==> src/rtl/mem_access_stage_pkg.sv <==
// Shared constants and FSM state type for the MEM pipeline stage.
package mem_access_stage_pkg;

  localparam int unsigned DefDsize   = 32;
  localparam int unsigned DefAsize   = 5;
  localparam int unsigned DefIsize   = 32;
  localparam int unsigned DefTimeout = 255;
  localparam int unsigned WdogWidth  = 16;

  typedef enum logic {
    StIdle = 1'b0,
    StWait = 1'b1
  } mem_state_e;

endpackage

==> src/rtl/mem_access_stage.sv <==
// MEM stage: data-memory req/ack access with upstream stall, watchdog abort,
// misalignment suppression and the MEM/WB pipeline register.
module mem_access_stage
  import mem_access_stage_pkg::*;
#(
  parameter int unsigned DSIZE   = DefDsize,
  parameter int unsigned ASIZE   = DefAsize,
  parameter int unsigned ISIZE   = DefIsize,
  parameter int unsigned TIMEOUT = DefTimeout
) (
  input  logic             clk,
  input  logic             rst,
  input  logic [DSIZE-1:0] aluout_in,
  input  logic [DSIZE-1:0] rdata2_in,
  input  logic [ASIZE-1:0] waddr_in,
  input  logic             wen_in,
  input  logic             memread_in,
  input  logic             memwrite_in,
  input  logic             memtoreg_in,
  input  logic             jal_in,
  input  logic [ISIZE-1:0] PCOUT_in,
  output logic             dmem_req,
  output logic             dmem_we,
  output logic [DSIZE-1:0] dmem_addr,
  output logic [DSIZE-1:0] dmem_wdata,
  input  logic             dmem_ack,
  input  logic [DSIZE-1:0] dmem_rdata,
  output logic             stall_out,
  output logic [DSIZE-1:0] wbdata_out,
  output logic [ASIZE-1:0] waddr_out,
  output logic             wen_out,
  output logic             err_out
);

  localparam logic [WdogWidth-1:0] TimeoutVal = WdogWidth'(TIMEOUT);

  mem_state_e           state_q, state_d;
  logic [WdogWidth-1:0] wdog_q, wdog_d;

  logic             misalign;
  logic             mem_op;
  logic             timeout_hit;
  logic             complete;
  logic             err_set;
  logic [DSIZE-1:0] load_data;
  logic [DSIZE-1:0] wb_sel;

  assign dmem_we    = memwrite_in;
  assign dmem_addr  = aluout_in;
  assign dmem_wdata = rdata2_in;

  always_comb begin
    misalign    = |aluout_in[1:0];
    mem_op      = (memread_in | memwrite_in) & ~misalign;
    timeout_hit = (state_q == StWait) && (wdog_q == TimeoutVal);
    complete    = mem_op & (dmem_ack | timeout_hit);
    dmem_req    = mem_op & ~rst;
    stall_out   = mem_op & ~complete & ~rst;
    // An aborted access returns zero as its load data.
    load_data   = dmem_ack ? dmem_rdata : '0;
    err_set     = ((memread_in | memwrite_in) & misalign) |
                  (mem_op & timeout_hit & ~dmem_ack);

    if (jal_in) begin
      wb_sel = DSIZE'(PCOUT_in);
    end else if (memtoreg_in & memread_in & ~memwrite_in) begin
      wb_sel = load_data;
    end else begin
      wb_sel = aluout_in;
    end

    state_d = StIdle;
    wdog_d  = '0;
    if (mem_op & ~complete) begin
      state_d = StWait;
      wdog_d  = (state_q == StIdle) ? WdogWidth'(1) : wdog_q + WdogWidth'(1);
    end
  end

  always_ff @(posedge clk) begin
    if (rst) begin
      state_q    <= StIdle;
      wdog_q     <= '0;
      wbdata_out <= '0;
      waddr_out  <= '0;
      wen_out    <= 1'b0;
      err_out    <= 1'b0;
    end else begin
      state_q <= state_d;
      wdog_q  <= wdog_d;
      if (err_set) begin
        err_out <= 1'b1;
      end
      if (stall_out) begin
        wen_out <= 1'b0;
      end else begin
        wbdata_out <= wb_sel;
        waddr_out  <= waddr_in;
        wen_out    <= wen_in & ~(misalign & memread_in);
      end
    end
  end

endmodule

==> config.mk <==
export PLATFORM = sky130hd
export DESIGN_NAME = mem_access_stage
export DESIGN_NICKNAME = d
export VERILOG_FILES = /design/src/rtl/mem_access_stage_pkg.sv /design/src/rtl/mem_access_stage.sv
export SDC_FILE = /design/constraint.sdc
export NUM_CORES = 1
export LEC_CHECK = 0
export ABC_AREA = 1
export BUFFER_PORTS_ARGS = -buffer_cell sky130_fd_sc_hd__clkbuf_2
export CAP_MARGIN = 5
export CORE_MARGIN = 2
export CORE_UTILIZATION = 30
export DETAILED_ROUTE_END_ITERATION = 8
export PLACE_DENSITY = 0.61
export SETUP_SLACK_MARGIN = 0.3
export SLEW_MARGIN = 20
export SYNTH_ARGS = -nofsm -noshare
export SYNTH_HDL_FRONTEND = slang
export SYNTH_SLANG_ARGS = --single-unit
==> constraint.sdc <==
create_clock -name clk -period 2 [get_ports clk]
set_input_delay 0.2 -clock clk [delete_from_list [all_inputs] [get_ports clk]]
set_output_delay 0.2 -clock clk [all_outputs]
set_load 0.05 [all_outputs]
==> out/qor.yml <==
status: "finished clean"
rsz0062_at_grt: "yes"
num_antenna_cells: 0
clock-sinks: 56
synth-seq-area-share: 0.326
crit_type: "register to output pin"
min_period_ps: 1650
power_frac_clock: 0.301
required_ps: 1800
avgRoutedWirePerCell_um: 12.9
viasPerCell: 4.58
vdd_drop_max_uv: 383
gp_congestion: 0.850
setup_tns_ps: 0
min_period_over_period: 0.824
ant_nets: 0
worst_pin_slew_ps: 416
synth_edf_count: 0
avgSynthCellArea_um2: 7.10
cp-start-kind: "register"
fp.dieW_um: 111
synth_top_area_frac: 0.326
power_density_nw_per_um2: 684
grt_pass1_wl_um: 15400
p_sw_mw: 1.03
hold_path.class: "primary input to register"
grt_usage: 0.151
ys.flop_type: "dfxtp_1"
cts_buffers: 5
drive_gt1_frac: 0.401
io_buffer_count: 182
ys_warn_count: 0
grt_pass1_vias: 3195
grt_max_degree: 34
drv_cap: 0
slew_viol_final: 0
ys_top_cells_by_area: "dfxtp_1 33%, buf_4 14%, nand2_1 11%"
p_seq_frac: 0.417
placed_cells: 730
finalWirelength_um: 9650
path_clk_slew_ps: 70
synth_common_cells: "105 x nand2_1, 72 x nand3_1, 66 x buf_4"
dieArea_um2: 12300
gr-total-overflow: 0
h-tree-depth: 2
dpl-instance-area_um2: 3960
clkLatencyLatePin_ps: 290
critPathCaptureType: "output pin"
synth.most_common_cell: "nand2_1"
rows: 39
sw_frac_of_total: 0.355
finalInstanceArea_um2: 4240
yosysUniqueCellTypes: 29
arrival_ps: 1450
vias: 3418
dr.first_iter.drc_count: 163
syn_area_um2: 3430
dp_hpwl_um: 7430
io_pins: 247
yosys_register_bits: 56
setup_viol: 0
async_flop_share: 0
synth_area_leader_cell: "dfxtp_1"
clock_path_buffers: 2
finalPower_mw: 2.90
cts-root-buf: "clkbuf_16"
hold_ws_ps: 96.5
combinationalPowerShare: 0.281
syn-num-nets: 626
stdcell_count: 747
fmax_ghz: 0.606
nets: 745
start_util: 0.305
first_pass_iters: 4
intPower_mw: 1.87
drc: 0
antenna_found_initial: 0
synthCells: 484
fin_skew_ps: 7.29
path_max_fanout: 3
slew_headroom: 0.722
p_leak_nw: 2.10
cts_tree: "built"
area_growth_pct: 23.5
die_h_um: 111
core_area_um2: 11300
hold_viol: 0
==> metal layers <==
layer  GRT usage  wire, um
met1       0.186      4080
met2       0.272      4910
met3      0.0301       547
met4      0.0333       116
met5           0         0
==> cells by family (layout without fill, tap and decap cells) <==
kind of cell,count (synthesis),in the layout,share of synthesized area
flops,56,56,0.326
buf+inv,117,237,0.225
compound gates,57,57,0.103
xor+xnor,14,14,0.0357
fa+ha+maj,1,1,0.00364
simple gates,239,239,0.306
==> critical path, cell delays in order, from the launching register on <==
cell and delay (ps):
dfxtp_2 360, ha_4 150, nand3_4 80, nor3_4 150, nand2_2 100, nand3_4 100, inv_8 50, clkbuf_16 160
==> area by class of cell <==
cell class              instances  area (um^2)
well taps                     143          179
clock inverters                 2         16.3
clock buffers                   6          129
repair buffers                200         1080
inverters                      29          129
flip-flops and latches         56         1130
multi-input cells             311         1580
fillers                      1182         7030
==> metrics by stage <==
step	utilization	worst slack, ps
2_1_floorplan	-	479
3_3_place_gp	0.351	184
3_5_place_dp	0.351	163
4_1_cts	0.373	272
5_1_grt	0.376	285
6_report	0.376	351
==> layout by cell type (no fill, tap or decap), types with 4 or more instances in the layout <==
master	count
clkbuf_2	181
nand2_1	104
nand3_1	72
dfxtp_1	54
nor2_1	48
o21ai_0	32
inv_1	26
o21ai_2	17
buf_4	17
xor2_1	11
clkbuf_16	6
a31oi_1	4
==> sequential cells by signal, indices dropped and copies added (netlist names) <==
name	cells
wen_out	1
wbdata_out	32
wdog_q	16
err_out	1
state_q	1
waddr_out	5
==> power groups by stage <==
stage | clock network (mW) | registers (mW) | logic [mW]
2_1_floorplan | 0 | 1.45 | 0.562
3_3_place_gp | 0 | 1.24 | 0.806
3_5_place_dp | 0 | 1.24 | 0.813
4_1_cts | 0.892 | 1.21 | 0.822
5_1_grt | 0.938 | 1.22 | 0.873
6_report | 0.875 | 1.21 | 0.817
==> final timing paths <==
| path | slack (ps) | from | end | cells after the start |
|---|---|---|---|---|
| hold / removal | 100 | waddr_in[1] | waddr_out[1]$_SDFFE_PP0N_ | 3 |
| hold reg to reg | 450 | err_out$_SDFFE_PP0P_ | err_out$_SDFFE_PP0P_ | 2 |
| setup reg to reg | 430 | wdog_q[1]$_SDFF_PP0_ | wbdata_out[28]$_SDFFE_PP0N_ | 10 |
| setup / recovery | 350 | wdog_q[1]$_SDFF_PP0_ | stall_out | 7 |
==> what timing repair did <==
action / 4_1_cts / 5_1_grt
pin swaps: 2 / 3
hold buffers: 0 / 0
setup endpoints to repair: 46 / 31
buffers inserted: 5 / 4
gates resized for setup: 13 / 3
Note: power is estimated with default switching activity, not from simulation.
